File: src/rtl/can_pkg.sv
// Shared CAN definitions: CRC-15 constants, CRC type, engine state encoding
// and the single-bit CRC-15 update used by the step logic.
package can_pkg;

  typedef logic [14:0] crc15_t;

  localparam crc15_t CAN_CRC15_POLY = 15'h4599;
  localparam crc15_t CAN_CRC15_INIT = 15'h0000;

  typedef enum logic [1:0] {
    IDLE,
    RUN,
    DONE
  } state_t;

  // One MSB-first LFSR step of the CAN CRC-15.
  function automatic crc15_t crc15_bit(input crc15_t crc, input logic data_bit);
    logic fb;
    fb = data_bit ^ crc[14];
    return {crc[13:0], 1'b0} ^ (fb ? CAN_CRC15_POLY : CAN_CRC15_INIT);
  endfunction

endpackage

File: src/rtl/can_crc15_step.sv
// Combinational CRC-15 update over one beat: applies the first nbits bits of
// data (MSB first) to crc_in; the remaining low-order bits are bypassed.
module can_crc15_step
  import can_pkg::*;
#(
  parameter  int DATA_W = 8,
  localparam int NB_W   = $clog2(DATA_W + 1)
) (
  input  crc15_t            crc_in,
  input  logic [DATA_W-1:0] data,
  input  logic [NB_W-1:0]   nbits,
  output crc15_t            crc_out
);

  always_comb begin
    crc15_t crc;
    crc = crc_in;
    for (int i = 0; i < DATA_W; i++) begin
      if (i < int'(nbits)) crc = crc15_bit(crc, data[DATA_W-1-i]);
    end
    crc_out = crc;
  end

endmodule

File: src/rtl/can_crc15_engine.sv
// CAN CRC-15 engine over a programmable-length frame fed as DATA_W-bit beats.
// Define CAN_CRC_CHECK_EN to add the receive-side crc_rx compare and crc_ok.
module can_crc15_engine
  import can_pkg::*;
#(
  parameter int DATA_W = 8,
  parameter int LEN_W  = 7
) (
  input  logic              clk,
  input  logic              rst,
  input  logic              start,
  input  logic [LEN_W-1:0]  frame_len,
  input  logic              in_valid,
  output logic              in_ready,
  input  logic [DATA_W-1:0] in_data,
  output logic              busy,
  output logic              crc_valid,
  output logic [14:0]       crc_out
`ifdef CAN_CRC_CHECK_EN
  ,
  input  logic [14:0]       crc_rx,
  output logic              crc_ok
`endif
);

  localparam int NB_W = $clog2(DATA_W + 1);

  state_t            state_q, state_d;
  logic [LEN_W-1:0]  remaining_q, remaining_d;
  crc15_t            crc_q, crc_d;
  logic              in_ready_q, in_ready_d;
  logic              busy_q, busy_d;
  logic              crc_valid_q, crc_valid_d;
  logic [NB_W-1:0]   nbits;
  crc15_t            step_crc;
  logic              beat;

  can_crc15_step #(.DATA_W(DATA_W)) u_step (
    .crc_in  (crc_q),
    .data    (in_data),
    .nbits   (nbits),
    .crc_out (step_crc)
  );

  // NOTE: every always_comb output gets a default first, so no latch is inferred.
  always_comb begin
    nbits       = (32'(remaining_q) >= DATA_W) ? NB_W'(DATA_W) : NB_W'(remaining_q);
    beat        = in_valid && in_ready_q;
    state_d     = state_q;
    remaining_d = remaining_q;
    crc_d       = crc_q;
    case (state_q)
      IDLE: if (start) begin
        crc_d       = CAN_CRC15_INIT;
        remaining_d = frame_len;
        state_d     = (frame_len == '0) ? DONE : RUN;
      end
      RUN: if (beat) begin
        crc_d       = step_crc;
        remaining_d = remaining_q - LEN_W'(nbits);
        if (remaining_d == '0) state_d = DONE;
      end
      DONE:    state_d = IDLE;
      default: state_d = IDLE;
    endcase
    // Outputs are registered from the next state so they align with it.
    in_ready_d  = (state_d == RUN);
    busy_d      = (state_d != IDLE);
    crc_valid_d = (state_d == DONE);
  end

`ifdef CAN_CRC_CHECK_EN
  logic crc_ok_q, crc_ok_d;

  always_comb begin
    crc_ok_d = crc_ok_q;
    if (state_q == IDLE && start) crc_ok_d = 1'b0;
    else if (state_q == DONE)     crc_ok_d = (crc_rx == crc_q);
  end

  always_ff @(posedge clk or posedge rst) begin
    if (rst) crc_ok_q <= 1'b0;
    else     crc_ok_q <= crc_ok_d;
  end

  assign crc_ok = crc_ok_q;
`endif

  // NOTE: sequential state uses non-blocking assignments only.
  always_ff @(posedge clk or posedge rst) begin
    if (rst) begin
      state_q     <= IDLE;
      remaining_q <= '0;
      crc_q       <= CAN_CRC15_INIT;
      in_ready_q  <= 1'b0;
      busy_q      <= 1'b0;
      crc_valid_q <= 1'b0;
    end else begin
      state_q     <= state_d;
      remaining_q <= remaining_d;
      crc_q       <= crc_d;
      in_ready_q  <= in_ready_d;
      busy_q      <= busy_d;
      crc_valid_q <= crc_valid_d;
    end
  end

  assign in_ready  = in_ready_q;
  assign busy      = busy_q;
  assign crc_valid = crc_valid_q;
  assign crc_out   = crc_q;

endmodule

File: config.mk
export PLATFORM = sky130hd
export DESIGN_NAME = can_crc15_engine
export DESIGN_NICKNAME = d
export VERILOG_FILES = /design/src/rtl/can_pkg.sv /design/src/rtl/can_crc15_step.sv /design/src/rtl/can_crc15_engine.sv
export SDC_FILE = /design/constraint.sdc
export NUM_CORES = 1
export LEC_CHECK = 0
export BUFFER_PORTS_ARGS = -buffer_cell sky130_fd_sc_hd__buf_2
export CORE_MARGIN = 3
export CORE_UTILIZATION = 55
export DETAILED_ROUTE_END_ITERATION = 16
export GPL_TIMING_DRIVEN = 1
export PLACE_DENSITY_LB_ADDON = 0.05
export SLEW_MARGIN = 5
export SYNTH_ARGS = -nofsm -noshare
export SYNTH_HDL_FRONTEND = slang
export SYNTH_SLANG_ARGS = --single-unit
File: constraint.sdc
create_clock -name clk -period 4.4 [get_ports clk]
set_input_delay 0.88 -clock clk [delete_from_list [all_inputs] [get_ports clk]]
set_output_delay 0.88 -clock clk [all_outputs]
set_load 0.05 [all_outputs]
==> metrics.yaml <==
status:
  status: "finished clean"
critical_path:
  rr_endpoint: "crc_out[4]"
  cp-end-kind: "flip-flop"
  start_kind: "flip-flop"
  ff2ff_setup_slack_ns: 0.49
  worst_r2r_startpoint: "remaining_q[3]"
  crit_type: "flip-flop to flip-flop"
  cp.arrival_ns: 4.05
  crit_path_max_fanout: 18
  cp.required_ns: 4.55
  worst_r2r_path_depth: 11
clock_tree:
  clk_pin_slew_ns: 0.09
  cts_buffer_depth: 2
  cts_root_buffer: "clkbuf_8"
  htree_levels: 1
  cts_inserted_buffers: 3
  worstSkewPairLatency_ns: 0.28
  holdBufCountCts: 0
  cts.sinks: 27
  cts_tree: "done"
  post_cts_buffers: 0
  ctsResizeCount: 0
routing:
  drtAntennaViolNets: 0
  wl_per_cell_um: 20.9
  remaining_drc_errors: 0
  vias_per_cell: 6.61
  dr.pass1.iters: 5
  drt-initial-drc-count: 393
  totalWireLength_um: 11800
  vias: 3724
logic_synthesis:
  synth_ff_type: "dfrtp_1"
  yosys.cell_types.count: 67
  synth-seq-cells: 27
  syn_inst: 464
  syn-num-nets: 484
  synth_edf_count: 0
  ys_async_sr_fraction_pct: 100
  synth_warnings: 0
  syn-cell-area_um2: 3760
  seq_area_frac_synth_pct: 18.0
  avgSynthCellArea_um2: 8.10
floorplanning:
  die_y_um: 88.7
  start_util_pct: 57.9
  die_w_um: 88.7
  core_um2: 6490
  dieArea_um2: 7860
  pin_count: 37
  rows: 29
finish:
  final_cell_mix: "nand2_1, nor2_1, a21oi_1"
  layout_commonest_cell: "nand2_1"
  drive_above_1_share_pct: 17.1
  synthToLayoutAreaGrowth_pct: 7.89
  fin_nets: 507
  antenna_cells: 0
  stdcell_area_um2: 4060
  fill_cells: 588
timing:
  hold_viol_final: 0
  maxSlewViolCount: 0
  fin_crit_sh_pct: 88.8
  final-setup-viol-count: 0
  holdWs_ns: 0.508
  setup_ws_ns: 0.493
  rsz0062_at_grt: "false"
  finClkSkew_ns: 0.00650
  setup_tns_ns: 0
  worst-slew-pin-transition_ns: 1.02
  fmax_mhz: 256
  max-slew-margin-rel_pct: 31.8
  fin_crit_ns: 3.91
placement:
  port_buffers: 36
  dp_slack_ns: 0.415
  gp_congestion: 0.936
  dpl_cell_area_um2: 4010
  hpwl_um: 9020
grt:
  grt_max_degree: 28
  grt_pass1_wl_um: 19000
  grt_pass1_vias: 3539
  antenna_found_initial: 0
  grt-ovfl-total: 0
  grt_usage_pct: 31.4
min_path:
  hp-start: "crc_out[14]"
  hold_path_class: "flip-flop to flip-flop"
  hold_end: "crc_out[14]"
  hold_depth: 2
run:
  maxCapViolCount: 0
[registers in the layout, summed over array words and instances, names as in the netlist]
signal and flops:
in_ready 1, busy 1, remaining_q 7, crc_valid 1, state_q 2, crc_out 15
[cells in the mapped netlist, types with 4 or more instances]
| cell | number | share of area [%] |
|---|---|---|
| nand2_1 | 55 | 5.5 |
| a21oi_1 | 44 | 5.9 |
| o221ai_1 | 4 | 0.93 |
| xnor2_2 | 4 | 1.7 |
| nor2_1 | 53 | 5.3 |
| nand3_1 | 9 | 1.2 |
| nor3_1 | 6 | 0.80 |
| a31oi_1 | 5 | 0.83 |
| xnor2_1 | 35 | 8.2 |
| mux2i_1 | 16 | 4.3 |
| o211ai_1 | 6 | 1.2 |
| and3_1 | 4 | 0.67 |
| xnor3_1 | 7 | 4.2 |
| clkbuf_1 | 25 | 2.5 |
| a211oi_1 | 11 | 2.2 |
| mux2_2 | 8 | 2.4 |
| a221oi_1 | 4 | 0.93 |
| xor3_1 | 6 | 3.8 |
| buf_1 | 4 | 0.40 |
| xor2_1 | 18 | 4.2 |
| o22ai_1 | 6 | 1.0 |
| o21ai_0 | 31 | 4.1 |
| dfrtp_1 | 27 | 18 |
| inv_1 | 4 | 0.40 |
| nand2b_1 | 6 | 1.0 |
[cells by family after synthesis]
| logic type | after synthesis | synth area share [%] |
|---|---|---|
| simple gates | 152 | 18.6 |
| xor+xnor | 75 | 25.5 |
| other cells | 1 | 0.0997 |
| fa+ha+maj | 1 | 0.333 |
| buf+inv | 38 | 4.29 |
| flops | 27 | 18.0 |
| mux | 28 | 9.05 |
| compound gates | 142 | 24.2 |
[layout make-up]
class | count | area, um2 | share of cell area (%)
clock inverters | 1 | 5.00 | 0.123
well taps | 77 | 96.3 | 2.38
inverters | 4 | 15.0 | 0.370
flip-flops and latches | 27 | 676 | 16.7
clock buffers | 3 | 41.3 | 1.02
repair buffers | 52 | 300 | 7.40
multi-input cells | 399 | 2920 | 72.1
[routing by layer]
layer | share of wire (%) | global-route usage (%)
met1 | 43 | 45.6
met2 | 45 | 48.7
met3 | 9.0 | 3.26
met4 | 2.8 | 10.9
met5 | 0 | 0
[through the flow]
step / instances / utilization, %
global placement: 559 / 61.7
CTS: 563 / 62.5
finish: 563 / 62.5
floorplan: 464 / -
global route: 563 / 62.5
detailed placement: 559 / 61.7
[critical path: stages, from the launching register on]
cell      delay, ns
dfrtp_1        0.50
or4_4          0.72
nor3_4         0.29
o22ai_1        0.18
mux2i_4        0.19
xnor3_2        0.54
xor2_4         0.33
xor2_1         0.27
mux2i_4        0.11
xnor2_1        0.15
a221oi_1       0.31
o221ai_1       0.16
[worst max-delay path by stage]
stage | from | endpoint | slack, ns
6_report | remaining_q[3] | crc_out[4] | 0.49
5_1_grt | remaining_q[3] | crc_out[4] | 0.29
4_1_cts | remaining_q[3] | crc_out[4] | 0.53
3_5_place_dp | in_data[7] | crc_out[4] | 0.41
3_3_place_gp | in_data[7] | crc_out[10] | 0.53
2_1_floorplan | in_data[7] | crc_out[4] | 0.50
Power is not shown: default switching activity piles up to over one toggle a cycle in this logic, so the estimate is an artifact.
